$ cat src/rtl/player_pkg.sv
// Shared definitions for the player sprite position path.
// Holds the motion state encoding, the sprite/play-area defaults and the
// field slices of the packed {y, x} position word. The drawing stage
// imports the same slices, so both ends agree on the word layout.
package player_pkg;

    typedef enum logic [1:0] {
        ST_GROUND = 2'd0,
        ST_JUMP   = 2'd1,
        ST_FALL   = 2'd2
    } state_t;

    localparam int SPRITE     = 64;
    localparam int AREA_W_DEF = 384;
    localparam int AREA_H_DEF = 960;

    // Packed position word: {y[19:10], x[9:0]}
    localparam int Y_MSB = 19;
    localparam int Y_LSB = 10;
    localparam int X_MSB = 9;
    localparam int X_LSB = 0;

endpackage

$ cat src/rtl/player_ctl_rise_detect.sv
// Registered rising-edge detector.
// Ports:
//   clk   - clock
//   rst_n - asynchronous active-low reset (clears the history bit)
//   d     - level input, already synchronous to clk
//   rise  - high for the cycle where d is high and was low last cycle
module rise_detect (
    input  logic clk,
    input  logic rst_n,
    input  logic d,
    output logic rise
);

    logic q;

    always_ff @(posedge clk or negedge rst_n) begin
        if (!rst_n) begin
            q <= 1'b0;
        end else begin
            q <= d;
        end
    end

    assign rise = d & ~q;

endmodule

$ cat src/rtl/player_ctl.sv
// Per-frame position controller for the player sprite.
// Converts left/right/jump button levels into a packed position word that
// changes only on the first cycle of vertical blanking, so it is stable for
// the whole visible frame.
// Ports:
//   i_pclk     - pixel clock
//   i_rst      - asynchronous active-low reset
//   i_vblnk    - vertical blank level from the timing chain
//   i_left     - move-left level (synchronous)
//   i_right    - move-right level (synchronous)
//   i_jump     - jump level (synchronous)
//   o_data     - {y[19:10], x[9:0]} in play-area coordinates, registered
//   o_airborne - high while jumping or falling, registered
module player_ctl #(
    parameter int AREA_W   = player_pkg::AREA_W_DEF,
    parameter int AREA_H   = player_pkg::AREA_H_DEF,
    parameter int SPRITE   = player_pkg::SPRITE,
    parameter int INIT_X   = 160,
    parameter int SPEED    = 4,
    parameter int JUMP_V   = 20,
    parameter int MAX_FALL = 16
) (
    input  logic        i_pclk,
    input  logic        i_rst,
    input  logic        i_vblnk,
    input  logic        i_left,
    input  logic        i_right,
    input  logic        i_jump,
    output logic [19:0] o_data,
    output logic        o_airborne
);

    import player_pkg::*;

    localparam logic signed [10:0] X_MAX_S   = 11'(AREA_W - SPRITE);
    localparam logic signed [10:0] SPEED_S   = 11'(SPEED);
    localparam logic [9:0]         X_MAX     = 10'(AREA_W - SPRITE);
    localparam logic [9:0]         X_INIT    = 10'(INIT_X);
    localparam logic [9:0]         FLOOR_Y   = 10'(AREA_H - SPRITE);
    localparam logic [10:0]        FLOOR_Y11 = 11'(AREA_H - SPRITE);
    localparam logic [9:0]         TAKEOFF_Y = 10'(AREA_H - SPRITE - JUMP_V);
    localparam logic [4:0]         TAKEOFF_V = 5'(JUMP_V - 1);
    localparam logic [5:0]         MAX_FALL6 = 6'(MAX_FALL);

    logic       tick;
    logic       jump_rise;
    logic       jump_pend;
    logic       jump_go;
    logic [9:0] x_q, x_n;
    logic [9:0] y_q, y_n;
    logic [4:0] vel_q, vel_n;
    state_t     state_q, state_n;
    logic       airborne_q;

    logic signed [10:0] x_left, x_right;
    logic [4:0]         vel_dec;
    logic [5:0]         vel_inc;
    logic [4:0]         vel_fall;
    logic [10:0]        y_fall;

    rise_detect u_vblnk_rise (
        .clk   (i_pclk),
        .rst_n (i_rst),
        .d     (i_vblnk),
        .rise  (tick)
    );

    rise_detect u_jump_rise (
        .clk   (i_pclk),
        .rst_n (i_rst),
        .d     (i_jump),
        .rise  (jump_rise)
    );

    // A press arriving on the tick cycle itself still counts for that tick.
    assign jump_go = jump_pend | jump_rise;

    always_comb begin
        x_left   = $signed({1'b0, x_q}) - SPEED_S;
        x_right  = $signed({1'b0, x_q}) + SPEED_S;
        vel_dec  = vel_q - 5'd1;
        vel_inc  = {1'b0, vel_q} + 6'd1;
        vel_fall = (vel_inc > MAX_FALL6) ? MAX_FALL6[4:0] : vel_inc[4:0];
        // 11 bits so a landing overshoot is visible before the floor clamp
        y_fall   = {1'b0, y_q} + {6'd0, vel_fall};
    end

    always_comb begin
        x_n     = x_q;
        y_n     = y_q;
        vel_n   = vel_q;
        state_n = state_q;

        if (i_left && !i_right) begin
            x_n = (x_left < 11'sd0) ? 10'd0 : x_left[9:0];
        end else if (i_right && !i_left) begin
            x_n = (x_right > X_MAX_S) ? X_MAX : x_right[9:0];
        end

        case (state_q)
            ST_GROUND: begin
                if (jump_go) begin
                    y_n     = TAKEOFF_Y;
                    vel_n   = TAKEOFF_V;
                    state_n = ST_JUMP;
                end
            end
            ST_JUMP: begin
                if (y_q < {5'd0, vel_q}) begin
                    // would pass the top edge: pin to the ceiling and drop
                    y_n     = 10'd0;
                    vel_n   = 5'd0;
                    state_n = ST_FALL;
                end else begin
                    y_n   = y_q - {5'd0, vel_q};
                    vel_n = vel_dec;
                    if (vel_dec == 5'd0) begin
                        state_n = ST_FALL;
                    end
                end
            end
            ST_FALL: begin
                if (y_fall >= FLOOR_Y11) begin
                    y_n     = FLOOR_Y;
                    vel_n   = 5'd0;
                    state_n = ST_GROUND;
                end else begin
                    y_n   = y_fall[9:0];
                    vel_n = vel_fall;
                end
            end
            default: begin
                y_n     = FLOOR_Y;
                vel_n   = 5'd0;
                state_n = ST_GROUND;
            end
        endcase
    end

    always_ff @(posedge i_pclk or negedge i_rst) begin
        if (!i_rst) begin
            state_q <= ST_GROUND;
        end else if (tick) begin
            state_q <= state_n;
        end
    end

    always_ff @(posedge i_pclk or negedge i_rst) begin
        if (!i_rst) begin
            x_q        <= X_INIT;
            y_q        <= FLOOR_Y;
            vel_q      <= 5'd0;
            airborne_q <= 1'b0;
            jump_pend  <= 1'b0;
        end else begin
            if (tick) begin
                x_q        <= x_n;
                y_q        <= y_n;
                vel_q      <= vel_n;
                airborne_q <= (state_n != ST_GROUND);
                // every tick drops the request, used or not
                jump_pend  <= 1'b0;
            end else if (jump_rise) begin
                jump_pend <= 1'b1;
            end
        end
    end

    assign o_data     = {y_q, x_q};
    assign o_airborne = airborne_q;

endmodule

$ cat config.mk
export PLATFORM = sky130hd
export DESIGN_NAME = player_ctl
export DESIGN_NICKNAME = d
export VERILOG_FILES = /design/src/rtl/player_pkg.sv /design/src/rtl/player_ctl_rise_detect.sv /design/src/rtl/player_ctl.sv
export SDC_FILE = /design/constraint.sdc
export NUM_CORES = 1
export LEC_CHECK = 0
export ABC_AREA = 1
export CAP_MARGIN = 10
export CORE_MARGIN = 5
export CORE_UTILIZATION = 60
export DETAILED_ROUTE_END_ITERATION = 10
export PLACE_DENSITY = 0.87
export SETUP_SLACK_MARGIN = 0.4
export SLEW_MARGIN = 20
export SYNTH_ARGS = -nofsm -noshare
export SYNTH_HDL_FRONTEND = slang
export SYNTH_SLANG_ARGS = --single-unit
$ cat constraint.sdc
create_clock -name i_pclk -period 4.3 [get_ports i_pclk]
set_clock_uncertainty 0.15 [all_clocks]
set_input_delay 0.86 -clock i_pclk [delete_from_list [all_inputs] [get_ports i_pclk]]
set_output_delay 0.86 -clock i_pclk [all_outputs]
set_load 0.005 [all_outputs]
==> results of run 1 <==
placed cells by master (no fill, tap or decap), types with 2 or more instances in the layout:
cell type	n
nand2_1	139
inv_1	52
nand3_1	44
clkdlybuf4s50_1	24
dfrtp_1	24
nor2_1	22
xor2_1	17
ha_1	17
o21ai_0	14
nand3_2	13
a21oi_1	13
nand2_2	10
nand4_1	7
inv_2	7
nor2_2	6
clkbuf_8	5
dfstp_2	5
nand3b_1	4
or2_2	3
a21oi_2	2
nor3_2	2
xnor2_1	2
o21ai_1	2
nor3_1	2
a21boi_1	2
a22oi_1	2
fa_1	2
conb_1	2
clkinv_2	2
final cells by class:
type,instances,area share
tap,67,0.0257
sequential,29,0.224
multi-input combinational,335,0.579
clock inverter,2,0.00307
inverter,60,0.0698
timing repair buffer,25,0.0760
clock buffer,6,0.0223
worst max-delay path, stage by stage, from the launching register on:
cell	delay [ns]
dfrtp_1	0.48
ha_1	0.27
nand2_1	0.08
xor2_1	0.15
nand2_1	0.16
nor2_1	0.24
ha_1	0.34
nand2_2	0.13
inv_1	0.04
nand2_1	0.09
nand2_1	0.06
nand2_1	0.06
nand3_1	0.07
nand2_2	0.11
nand3_4	0.20
nand2_2	0.13
nand2_1	0.05
nand2_1	0.07
o21ai_1	0.07
registers in the layout, summed over array words and instances (netlist names):
register,cells
u_vblnk_rise.q,1
state_q,2
y_q,10
u_jump_rise.q,1
jump_pend,1
x_q,8
vel_q,5
o_airborne,1
worst paths after layout:
check / depth (start not counted) / end / slack, ns / startpoint
min in group asynchronous: 2 / x_q[6] / 0.82 / i_rst
max: 18 / state_q[1] / 1.23 / vel_q[0]
max in group asynchronous: 2 / y_q[9] / 2.88 / i_rst
min: 2 / jump_pend / 0.35 / jump_pend
max reg2reg: 18 / state_q[1] / 1.23 / vel_q[0]
min reg2reg: 2 / jump_pend / 0.35 / jump_pend
cell families after synthesis:
kind of cell,synth area share
flip-flops,0.249
adder cells (fa/ha/maj),0.0860
other,0.00128
AO/OA/AOI/OAI,0.0796
XOR/XNOR,0.0566
buffers and inverters,0.110
AND/OR/NAND/NOR,0.417
power by group through the flow:
stage	logic (uW)	registers [uW]	clock network [uW]
6_report	1630	602	217
3_3_place_gp	1550	594	0
5_1_grt	1820	626	237
3_5_place_dp	1600	600	0
4_1_cts	1610	598	224
2_1_floorplan	1270	507	0
stage by stage:
stage	hold WS, ns	worst slack [ns]	total power [uW]	instance area (um^2)	util
final	0.350	1.23	2450	3260	0.686
after global routing	0.371	0.930	2680	3260	0.686
after CTS	0.355	1.24	2430	3260	0.686
after detailed placement	0.340	1.22	2200	3180	0.668
after global placement	0.333	1.20	2150	3180	0.668
after floorplan	0.307	1.61	1770	2940	-
per-layer routing:
metal | wire length [um] | vias to the layer above
met3 | 435 | 19
met5 | 0 | -
met4 | 177 | 0
met1 | 2910 | 1341
met2 | 3560 | 113
li1 | - | 1418
==> qor.csv, run 1 <==
stage,metric,value,unit
detailed_routing,final wirelength,7090,um
logic_synthesis,cell taking the most area after synthesis,dfrtp_1,
logic_synthesis,synthesized cell area,2940,um^2
power_and_ir_drop,Clock power frac,0.089,
detailed_routing,via count,2891,
finish,Seq. cell area,732,um^2
logic_synthesis,register area share after synthesis,0.249,
logic_synthesis,Ys Warns,0,
worst_setup_path,WS Path Type,flop to flop,
clock_tree,CTS sink count,29,
global_routing,busiest grt layer,met2,
finish,layout cells sized above 1,0.133,
sta,Period minus WS final,3.07,ns
worst_hold_path,Hold WC Path Type,flop to flop,
sta,highest clock rate,325,MHz
job,maxcap violations,0,
worst_setup_path,crit-path max FO,13,
worst_setup_path,Worst Path Required,4.31,ns
sta,Post-Route Setup TNS,0,ns
place,Port-buffer cells,24,
global_routing,GR Layer Usage met2,0.430,
detailed_routing,DRC viols,0,
logic_synthesis,"top cells by count, synth","139 x nand2_1, 52 x inv_1, 44 x nand3_1",
detailed_routing,vias per cell,5.52,
sta,actual slew at the worst max-slew pin,0.538,ns
clock_tree,# Post-CTS Setup Buffers,0,
place,Post-DP HPWL,5510,um
clock_tree,TritonCTS clock tree,yes,
logic_synthesis,cell count after synthesis,436,
sta,RSZ-0062 raised after global routing,no,
power_and_ir_drop,Peak VDD IR,0.443,mV
power_and_ir_drop,power density cells,750,nW/um^2
floorplanning,chip height,80.0,um
finish,antenna cells,0,
global_routing,met1 usage,0.282,
global_routing,GRT Util Overall,0.241,
global_routing,vias in the first global route,2811,
logic_synthesis,Yosys cell types,40,
logic_synthesis,Post-synth EDFFs,0,
clock_tree,TritonCTS Buffers,5,
power_and_ir_drop,Comb pwr share,0.665,
floorplanning,Initial Util,0.618,
logic_synthesis,Synth Register Bits,29,
floorplanning,Die Area,6400,um^2
clock_tree,Root Buffer,clkbuf_8,
finish,fin cells,524,
finish,nets,481,
logic_synthesis,"Async S/R FF share, synth",1.00,
finish,area grow syn2layout,10.9,%
sta,"Slew Viols, Final",0,
floorplanning,Top Ports,27,
global_routing,largest net degree at the start of global routing,30,
global_routing,global-route wire length before repair,12300,um
sta,Final setup viols,0,
detailed_routing,Initial DRC Count,251,
detailed_routing,Final ANT Viol Nets,0,
finish,Fillers,421,
clock_tree,H-tree Lvls,2,
clock_tree,CTS resizes,0,
logic_synthesis,Avg Synthesized Cell Area,6.74,um^2
place,Placer Congestion,0.976,
clock_tree,CTS max path bufs,2,
sta,fin crit share,0.715,
power_and_ir_drop,Int Power,1180,uW
global_routing,met3 usage,0.0395,
outcome,run status,"complete, no violations",
logic_synthesis,"Primary FF master, synth",dfrtp_1,
worst_setup_path,CP Capture Type,flop,
floorplanning,die width,80.0,um
clock_tree,"CTS clk-pin slew, worst paths",0.06,ns
sta,relative slew slack,0.640,
finish,Multi-input gate area,1890,um^2
floorplanning,Placeable Area,4750,um^2
detailed_routing,Wirelength per Cell,13.5,um
power_and_ir_drop,Sw Pwr,1260,uW
global_routing,total congestion overflow,0,
logic_synthesis,Area contributors post-synth,"dfrtp_1 20%, nand2_1 18%, nand3_1 7.5%, ha_1 7.2%, inv_1 6.6%",
floorplanning,# rows,25,
clock_tree,CTS Hold Bufs,0,
power_and_ir_drop,static leakage,0.00174,uW
global_routing,antenna violations before repair,0,
place,# placed instances,516,
logic_synthesis,"count leader, synth",nand2_1,
detailed_routing,TritonRoute pass-1 iters,5,
worst_setup_path,"Arr. time, crit path",3.08,ns
logic_synthesis,share of the synthesized area in the top cell type,0.204,
sta,"Hold Vio Cnt, Final",0,
clock_tree,clock latency on the worst-skew pair,0.28,ns
worst_setup_path,CP Launch Type,flop,
power_and_ir_drop,Seq pwr share,0.246,
power_and_ir_drop,Sw Share,0.517,
Note: power is estimated with default switching activity, not from simulation.
==> inputs of run 2 (changes only) <==
- CORE_UTILIZATION: 60 -> 59
- PLACE_DENSITY: 0.87 -> 0.86
- clock period: 4.3 -> 3.1 ns (I/O delays scaled with it)
==> run 2 against run 1 <==
Hold slack worse by 0.0020 ns; register-to-register slack worse by 1.1 ns; via count is 15% higher.
==> qor.csv, run 2 (synthesis gave the netlist of run 1 again) <==
stage,metric,value,unit
detailed_routing,vias per cell,6.00,
global_routing,GR Layer Usage met2,0.501,
power_and_ir_drop,static leakage,0.00194,uW
worst_setup_path,CP max stage delay,0.46,ns
clock_tree,TritonCTS clock tree,yes,
worst_setup_path,CP Capture Type,flop,
detailed_routing,DRC viols,0,
clock_tree,Root Buffer,clkbuf_8,
sta,Post-Route Setup TNS,0,ns
finish,Fillers,338,
worst_setup_path,FF-to-FF setup slack,0.09,ns
worst_hold_path,Hold WC Path Type,flop to flop,
place,Placer Congestion,0.898,
worst_hold_path,hold path startpoint,jump_pend,
global_routing,met3 usage,0.0538,
floorplanning,Top Ports,27,
worst_setup_path,Critical path origin,vel_q[1],
clock_tree,TritonCTS Buffers,5,
sta,highest clock rate,333,MHz
sta,RSZ-0062 raised after global routing,yes,
finish,antenna cells,0,
job,maxcap violations,0,
floorplanning,Die Area,6490,um^2
finish,"most common cell after layout, fill and taps aside",nand2_1,
worst_setup_path,"critical path, cell by cell",ha_4 > nand2_2 > xor2_2 > nand2_4 > buf_4 > ha_4 > nand2_2 > inv_2 > nand2_2 > nand2_1 > nand2_1 > nand2_2 > inv_4 > nand2_4 > nor2_8 > buf_12 > nand3_2 > nand2_1 > nand2_1 > nand2_1,
clock_tree,H-tree Lvls,2,
worst_setup_path,worst path buffer plus inverter count,4,
worst_setup_path,crit-path max FO,5,
sta,"Slew Viols, Final",0,
power_and_ir_drop,power density cells,1140,nW/um^2
global_routing,met1 usage,0.332,
floorplanning,# rows,25,
detailed_routing,final wirelength,9700,um
sta,relative slew slack,0.638,
finish,Reg with most FFs,y_q,
global_routing,busiest grt layer,met2,
finish,fin util,0.789,
detailed_routing,Final ANT Viol Nets,0,
finish,layout cells sized above 1,0.253,
global_routing,global-route wire length before repair,14600,um
detailed_routing,TritonRoute pass-1 iters,8,
clock_tree,CTS sink count,29,
place,Post-DP HPWL,5540,um
finish,fin cells,554,
worst_setup_path,most frequent CP cell,nand2_1,
finish,"commonest cells after routing, fill and taps aside","130 x nand2_1, 51 x inv_1, 39 x nand3_1",
global_routing,largest net degree at the start of global routing,30,
worst_setup_path,"Arr. time, crit path",3.08,ns
detailed_routing,via count,3323,
power_and_ir_drop,Clock power frac,0.073,
floorplanning,Placeable Area,4790,um^2
worst_setup_path,CP Launch Type,flop,
power_and_ir_drop,Peak VDD IR,0.854,mV
sta,Final setup viols,0,
place,# placed instances,519,
floorplanning,die width,80.6,um
power_and_ir_drop,Sw Share,0.517,
floorplanning,chip height,80.6,um
power_and_ir_drop,Int Power,2080,uW
global_routing,total congestion overflow,0,
detailed_routing,Initial DRC Count,268,
finish,area grow syn2layout,28.5,%
finish,max reg flops,10,
worst_setup_path,CP max stage cell,dfrtp_2,
floorplanning,Initial Util,0.614,
clock_tree,"CTS clk-pin slew, worst paths",0.07,ns
sta,Period minus WS final,3.01,ns
power_and_ir_drop,Seq pwr share,0.201,
worst_setup_path,Worst Path Required,3.17,ns
sta,"Hold Vio Cnt, Final",0,
power_and_ir_drop,Comb pwr share,0.726,
clock_tree,CTS max path bufs,2,
power_and_ir_drop,Sw Pwr,2230,uW
global_routing,GRT Util Overall,0.289,
sta,fin crit share,0.970,
worst_setup_path,WS Path Type,flop to flop,
worst_setup_path,critical path's top delay family,simple AND/OR/NAND/NOR gates,
place,Port-buffer cells,24,
worst_setup_path,reg2reg start,vel_q[1],
clock_tree,clock latency on the worst-skew pair,0.28,ns
global_routing,vias in the first global route,3118,
global_routing,antenna violations before repair,0,
sta,actual slew at the worst max-slew pin,0.543,ns
detailed_routing,Wirelength per Cell,17.5,um
finish,nets,511,
outcome,run status,"complete, no violations",
finish,top flop regs,"y_q: 10 flops, x_q: 8 flops, vel_q: 5 flops",
[run 2: final cells by class]
class | instances | area (um^2) | area share
multi-input cells | 336 | 2120 | 0.562
flip-flops and latches | 29 | 737 | 0.195
repair buffers | 54 | 519 | 0.138
inverters | 60 | 230 | 0.0610
well taps | 67 | 83.8 | 0.0222
clock buffers | 6 | 72.6 | 0.0192
clock inverters | 2 | 10.0 | 0.00265
[run 2: timing repair]
action | 4_1_cts | 5_1_grt
hold endpoints to repair | 0 | 0
pin swaps | 21 | 20
setup buffers | 15 | 11
gates resized for setup | 30 | 19
cloned | 1 | 0
endpoints found under the setup margin | 17 | 18
hold buffers | 0 | 0
[run 2: power groups by stage]
stage / registers, uW / logic (uW) / clock network (uW)
after floorplan: 703 / 1760 / 0
after global placement: 822 / 2190 / 0
after detailed placement: 822 / 2220 / 0
after CTS: 833 / 2610 / 313
after global routing: 886 / 3330 / 342
final: 864 / 3120 / 316
[run 2: tightest hold or removal path, delay by kind of cell, from the launching register on]
kind / cells / cell delay (ns)
and+or+nand+nor: 1 / 0.08
DFF: 1 / 0.33
AOI/OAI and AO/OA: 1 / 0.06
[run 2: path summary, 6_finish.rpt]
| path | endpoint | cells after the start |
|---|---|---|
| setup / recovery | vel_q[2] | 20 |
| hold / removal | jump_pend | 2 |
| setup reg to reg | vel_q[2] | 20 |
| hold reg to reg | jump_pend | 2 |
| max in group asynchronous | x_q[7] | 2 |
| min in group asynchronous | x_q[2] | 2 |
[run 2: per-layer routing]
metal	wire, um	share of wire	vias up
met4	598	0.062	0
met3	888	0.092	93
met5	0	0	-
met2	4650	0.48	225
met1	3560	0.37	1522
li1	-	-	1483
[run 2: through the flow]
step	total power [uW]	hold WS [ns]	setup WS (ns)	instance area [um^2]
after floorplan	2460	0.174	0.415	2940
after global placement	3010	0.327	0.106	3200
after detailed placement	3040	0.336	0.0696	3200
after CTS	3760	0.353	0.344	3580
after global routing	4560	0.392	0.0331	3780
final	4300	0.348	0.0935	3780
